`config.mk`:
```
export PLATFORM = sky130hd
export DESIGN_NAME = accum_datapath
export DESIGN_NICKNAME = d
export VERILOG_FILES = /design/src/rtl/accum_datapath.sv
export SDC_FILE = /design/constraint.sdc
export NUM_CORES = 1
export LEC_CHECK = 0
export ABC_AREA = 1
export ABC_CLOCK_PERIOD_IN_PS = 1650
export BUFFER_PORTS_ARGS = -buffer_cell sky130_fd_sc_hd__buf_2
export CORE_ASPECT_RATIO = 0.9
export CORE_MARGIN = 3
export CORE_UTILIZATION = 52
export CTS_CLUSTER_DIAMETER = 30
export CTS_CLUSTER_SIZE = 40
export DETAILED_ROUTE_END_ITERATION = 8
export PLACE_DENSITY = 0.81
export SYNTH_ARGS = -nofsm -noshare
export SYNTH_HDL_FRONTEND = slang
export SYNTH_SLANG_ARGS = --single-unit
```
`constraint.sdc`:
```
create_clock -name CLK -period 1.65 [get_ports CLK]
set_input_delay 0.33 -clock CLK [delete_from_list [all_inputs] [get_ports CLK]]
set_output_delay 0.33 -clock CLK [all_outputs]
set_load 0.01 [all_outputs]
```
`src/rtl/accum_datapath.sv`:
```
// Datapath slave of the sampling/accumulation FSM: startup prescaler, sample
// capture, modulo accumulator with carry-out counter, and published SUM.
module accum_datapath #(
   parameter int WIDTH    = 8,
   parameter int PRESCALE = 16
) (
   input  logic             CLK,
   input  logic             RESET,
   input  logic             S0,
   input  logic             S1,
   input  logic             S2,
   input  logic             S3,
   input  logic             S4,
   input  logic             S5,
   input  logic [WIDTH-1:0] DIN,
   output logic             OVERFLOW,
   output logic             CLR,
   output logic [WIDTH-1:0] SUM,
   output logic [15:0]      WRAPS,
   output logic             STROBE,
   output logic             ERR
);

   localparam logic [15:0] pre_max = 16'(PRESCALE - 1);

   logic [15:0]      pre;
   logic [WIDTH-1:0] sample;
   logic [WIDTH-1:0] acc;
   logic             carry;
   logic [5:0]       s_raw;
   logic [5:0]       s_act;
   logic             multi;
   logic [WIDTH:0]   add_res;

   assign s_raw = {S5, S4, S3, S2, S1, S0};

   // Only the lowest-numbered asserted strobe is acted on; any extra strobe is an error.
   always_comb begin
      s_act = 6'b000000;
      if (s_raw[0])      s_act[0] = 1'b1;
      else if (s_raw[1]) s_act[1] = 1'b1;
      else if (s_raw[2]) s_act[2] = 1'b1;
      else if (s_raw[3]) s_act[3] = 1'b1;
      else if (s_raw[4]) s_act[4] = 1'b1;
      else if (s_raw[5]) s_act[5] = 1'b1;
   end

   assign multi   = (s_raw & (s_raw - 6'd1)) != 6'd0;
   assign add_res = {1'b0, acc} + {1'b0, sample};

   // Status to the FSM is gated by RESET so it never sees a stale request.
   assign OVERFLOW = S0 && (pre == pre_max) && !RESET;
   assign CLR      = S2 && (sample == '0) && !RESET;

   always_ff @(posedge CLK or posedge RESET) begin
      if (RESET) begin
         pre    <= '0;
         sample <= '0;
         acc    <= '0;
         carry  <= 1'b0;
         SUM    <= '0;
         WRAPS  <= '0;
         STROBE <= 1'b0;
         ERR    <= 1'b0;
      end else begin
         STROBE <= s_act[5];
         if (multi) ERR <= 1'b1;
         if (s_act[0] && (pre != pre_max)) pre <= pre + 16'd1;
         if (s_act[1]) sample <= DIN;
         if (s_act[3]) begin
            acc   <= add_res[WIDTH-1:0];
            carry <= add_res[WIDTH];
         end
         if (s_act[4] && carry) begin
            if (WRAPS != 16'hFFFF) WRAPS <= WRAPS + 16'd1;
            carry <= 1'b0;
         end
         if (s_act[5]) SUM <= acc;
      end
   end

endmodule

```
# After elaboration in Yosys (flattened, before gate mapping)

Cells that the tools add are included.

Register bits: 59
Input port bits: 16
Output and inout port bits: 28

Add/sub/neg operators: 4
Equal/unequal tests: 3
Muxes and demuxes: 13
Bitwise logic cells: 1
Reductions and logical operators: 11

Operators by type and width:

| operator                | number |
|---|---|
| $add A16 B1 Y16 const B | 2 |
| $eq A16 B4 Y1 const B   | 1 |
| $ne A16 B16 Y1 const B  | 1 |
| $ne A16 B4 Y1 const B   | 1 |
| $add A8 B8 Y9           | 1 |
| $mux W1                 | 9 |
| $logic_not A8 Y1        | 1 |
| $and A6 B6 Y6           | 1 |
| $logic_and A1 B1 Y1     | 6 |
| $reduce_bool A6 Y1      | 1 |
| $sub A6 B1 Y6 const B   | 1 |
| $mux W5                 | 1 |
| $mux W4                 | 1 |
| $mux W3                 | 1 |
| $mux W2                 | 1 |
| $reduce_and A2 Y1       | 1 |
| $reduce_bool A2 Y1      | 1 |
| $logic_not A1 Y1        | 1 |

# Longest topological paths before layout

Word-level depth: 8
Depth in mapped cells: 11
Depth with buffers taken out: 11

# Least setup slack after synthesis

OpenSTA, ideal clock, no wires.

Path kind: reg-to-output
Start point: reg pre[0]
End point: out OVERFLOW
Arrival: 1249 ps
Required time: 1320 ps
Setup slack: 71 ps
Cell stages (with the launch flop): 6
Cell sequence: dfrtp_1 ha_1 nand3_2 nor2_2 nand2_2 nor3_1

Longest elaborated chain between the ends: 3

Ends and longest elaborated chain:

| what                              | line | text |
|---|---|---|
| start, declared                   | 26   | `logic [15:0] pre;` |
| start signal, assigned            | 68   | `if (s_act[0] && (pre != pre_max)) pre <= pre + 16'd1;` |
| $eq A16 B4 Y1                     | 52   | `assign OVERFLOW = S0 && (pre == pre_max) && !RESET;` |
| $logic_and A1 B1 Y1 (2 in series) | 52   |  |
| end, declared                     | 16   | `output logic OVERFLOW,` |

Every way passes these cells.

# Final worst setup path

Start point: reg pre[1]
End point: out OVERFLOW

Same word-level chain as after synthesis.

==> results.txt <==
The combined buffer and inverter count along the critical path is 1. The post-place instance area came out at 3880 um^2. The tree built by TritonCTS fans out to 59 sinks. The final critical-path share of the clock period is 107%. The number of design-rule violations left by the first detailed-router iteration is about 230. The switching power total came out at approximately 1700 uW. The detailed route wirelength on metal3 is ~560 um. The combined global-route utilization of all metal layers is around 23%. The total power after layout is 4950 uW.

The share of power burned in the clock network came out at 30.1%. The depth of the worst register-to-register path came out at 6. The minimum clock period is roughly 1.8 ns. The clock tree skew after final layout is between 0.005 and 0.006 ns. The wire length of the first global-routing pass is 14200 um. The count of standard-cell rows came out at 27. The most used flip-flop cell after synthesis is sky130_fd_sc_hd__dfrtp_1. The max-capacitance violation count is 0. The total of endpoints with negative setup slack in the final report came out at 2. Walking the worst path, the cells encountered are ha_2 > nand3_2 > nor2_2 > nand2_2 > nor3_2 > buf_2. The cell sitting at the root of the clock tree is a sky130_fd_sc_hd__clkbuf_8. The detailed-route wire length per cell is approximately 13 um. The transition time at the pin with the least slew margin came out at around 0.31 ns.

The worst register-to-register path ends at acc[5]. The delay of the slowest cell on the worst path came out at 0.36 ns. The filler cells instantiated in the layout total 525. The via count is 3299.

The hold-fix buffer count after cts came out at 0. The number of antenna violations at the first check in global routing came out at 0. Yosys mapped the design onto 32 distinct sky130hd cell types.

The chip width came out at 91.5 um. The maximum vdd drop came out at 815 uV. TritonCTS built the clock tree. The worst setup slack after placement came out at 0.0137 ns.

The checks that failed: setup timing. The post-synth net total is 489. The fraction of layout instances using a drive strength above 1 came out at a little under a quarter. The max-slew violation count is 0. The power share of the sequential group came out at 39.4%. The internal power of the cells totals 3290 uW. The post-synthesis async set-or-reset flop share came out at 100%.

The routed metal-1 wirelength is 3790 um. The number of H-tree branching levels is 3. The highest metal layer carrying signal wires in the routed design is met4. The startpoint identified for the worst register-to-register timing path is sample[2].

Of all nets on the critical path, the largest fanout is 2. The die outline height is 83.0 um. Based on the critical path, the design can be clocked at up to 566 MHz.

Sequential elements use 43.1% of the synthesized area. The mean area per synthesized cell came out at 7.41 um^2. The wire length reported by the detailed router came out at ~8500 um. The maximum buffer depth of the clock tree is 2. The flip-flop and latch count after synthesis is 59. The routability-driven placement congestion ratio came out at 0.885. The largest individual stage delay along the critical path comes from the cell sky130_fd_sc_hd__dfrtp_1. The gate count of the mapped netlist came out at 462. The category of the critical setup timing path is reg -> out. The via count of the first global-routing pass came to 3058. The half-perimeter wire length after placement came out at 6020 um. The area share of the largest cell type after synthesis is 43.1%. The TritonCTS buffer count is 9.

For the worst-skew pair, the clock arrives at the later sink with an insertion delay of 0.34 ns. The type of the tightest min-delay check is in -> async. The count of input and output buffers came out at 43.

The count of boundary I/O pins is 44. In this design, the largest share of critical-path delay is due to simple AND/OR/NAND/NOR gates. Combinational logic is responsible for 30.5% of the overall power.

Power spread over the standard cell area amounts to 1170 nW/um^2. The amount of wire on met2 after detailed routing came out at 4010 um. The switching part of the total power came out at about 34%. The flow ran to the end, but the final reports show violations. Setup repair after global routing could not meet its margin everywhere. The static leakage is around 0.0022 uW. The post-synthesis cell area is 3420 um^2.

The layout overhead on the synthesized area is 23.5%. sky130_fd_sc_hd__dfrtp_1 takes more of the synthesized area than any other cell. The number of synthesized flops with an enable pin is 0.

The worst path required time came out at 1.32 ns. By count the netlist is led by sky130_fd_sc_hd__nand2_1 (187), sky130_fd_sc_hd__dfrtp_1 (59), sky130_fd_sc_hd__nor2_1 (48). Entering global routing, the biggest net connects 60 pins.

The setup slack of the worst register-to-register path came out at 0.04 ns. The cell area after layout is 4230 um^2. The register clock-pin slew on the reported worst setup and hold paths came out at 0.06 ns. The least setup slack across all paths after layout is -0.116 ns.

The count of synthesis-stage warnings from yosys came out at 0. In the routed design, unresolved DRC markers number 0. The placeable core region came out at 6250 um^2.

STA classifies the critical path endpoint as a primary output. The initial standard-cell utilization of the core is a little over half. The count of antenna-violating nets left after detailed routing came out at 0. The overall die area came out at between 7000 and 8000 um^2. In the post-synthesis netlist, the biggest area contributors are sky130_fd_sc_hd__dfrtp_1 (43%), sky130_fd_sc_hd__nand2_1 (21%), sky130_fd_sc_hd__nor2_1 (5.3%), sky130_fd_sc_hd__inv_1 (4.6%), sky130_fd_sc_hd__nand3_1 (3.8%). The total negative slack for setup checks came out at -0.137 ns.

The overflow left after global routing is 0. The count of TritonRoute iterations in the first routing pass is 7. The hold violation total from the final report is 0.

The data arrival time of the critical path is between 1 and 1.5 ns. The worst pin sits at a relative slew slack of approximately 79%. The worst setup path is launched from a flip-flop. The average via count per standard cell came out at 5.20.

The net count of the finished layout is roughly 570. In the post-synthesis netlist, the cell with the most instances is sky130_fd_sc_hd__nand2_1.
metal layers:
layer	vias up	track usage [%]
met4	0	7.81
met1	1554	30.9
met2	105	36.6
met3	16	5.53
met5	-	0
li1	1624	-
worst min-delay path: stages:
cell and delay, ns:
sky130_fd_sc_hd__buf_2 0.15, sky130_fd_sc_hd__clkinvlp_4 0.09, sky130_fd_sc_hd__buf_12 0.28
registers in the layout, summed over array words and instances (netlist names):
name and flops:
acc 8, SUM 8, WRAPS 16, sample 8, STROBE 1, ERR 1, pre 16, carry 1
power by group through the flow:
stage          Sequential [uW]  Combinational [uW]  Clock, uW
3_5_place_dp              1970                1340          0
6_report                  1950                1510       1490
2_1_floorplan             1960                 935          0
5_1_grt                   1980                1690       1600
4_1_cts                   1940                1380       1520
3_3_place_gp              1960                1280          0
kinds of logic after synthesis:
logic type,share of synthesized area [%]
AO/OA/AOI/OAI,3.66
XOR/XNOR,3.84
adder cells (fa/ha/maj),4.24
buffers and inverters,6.43
flip-flops,43.1
multiplexers,2.30
AND/OR/NAND/NOR,36.4
cell usage in the layout, fill, tap and decap left out, types with 5 or more instances in the layout:
cell type,count
sky130_fd_sc_hd__nand2_1,185
sky130_fd_sc_hd__dfrtp_1,58
sky130_fd_sc_hd__nor2_1,45
sky130_fd_sc_hd__buf_2,43
sky130_fd_sc_hd__inv_1,40
sky130_fd_sc_hd__buf_4,28
sky130_fd_sc_hd__nand3_1,25
sky130_fd_sc_hd__nand4_1,15
sky130_fd_sc_hd__xnor2_1,13
sky130_fd_sc_hd__o21ai_0,11
sky130_fd_sc_hd__clkbuf_8,11
sky130_fd_sc_hd__a21oi_1,7
sky130_fd_sc_hd__mux2_2,7
sky130_fd_sc_hd__ha_1,7
sky130_fd_sc_hd__nor2_2,5
sky130_fd_sc_hd__nand2_2,5
what timing repair did:
| action | in CTS | in global routing |
|---|---|---|
| gates resized for setup | 4 | 12 |
| pin swaps | 3 | 2 |
| endpoints found under the setup margin | 4 | 19 |
| setup buffers | 6 | 1 |
area by class of cell:
| type | instances | area (um^2) | area share (%) |
|---|---|---|---|
| Antenna cell | 2 | 5.00 | 0.118 |
| Clock buffer | 12 | 155 | 3.67 |
| Clock inverter | 4 | 72.6 | 1.72 |
| Inverter | 46 | 181 | 4.29 |
| Multi-Input combinational cell | 352 | 1780 | 42.1 |
| Sequential cell | 59 | 1480 | 35.0 |
| Tap cell | 87 | 109 | 2.57 |
| Timing Repair Buffer | 72 | 445 | 10.5 |
per-stage QoR:
stage | utilization [%] | std cells | hold slack, ns
after floorplan | - | 462 | 0.430
after global placement | 62.1 | 609 | 0.460
after detailed placement | 62.1 | 609 | 0.460
after CTS | 66.7 | 631 | 0.132
after global routing | 67.6 | 632 | 0.130
final | 67.6 | 634 | 0.116
how the worst max path moves through the flow:
stage / start / endpoint / slack, ns / depth (start not counted)
detailed placement: sample[0] / acc[6] / 0.01 / 11
global route: pre[1] / OVERFLOW / -0.26 / 6
CTS: pre[1] / OVERFLOW / -0.08 / 6
floorplan: pre[0] / OVERFLOW / 0.07 / 5
global placement: WRAPS[0] / WRAPS[9] / 0.11 / 10
finish: pre[1] / OVERFLOW / -0.12 / 6
Power figures use the tool's default switching activity.
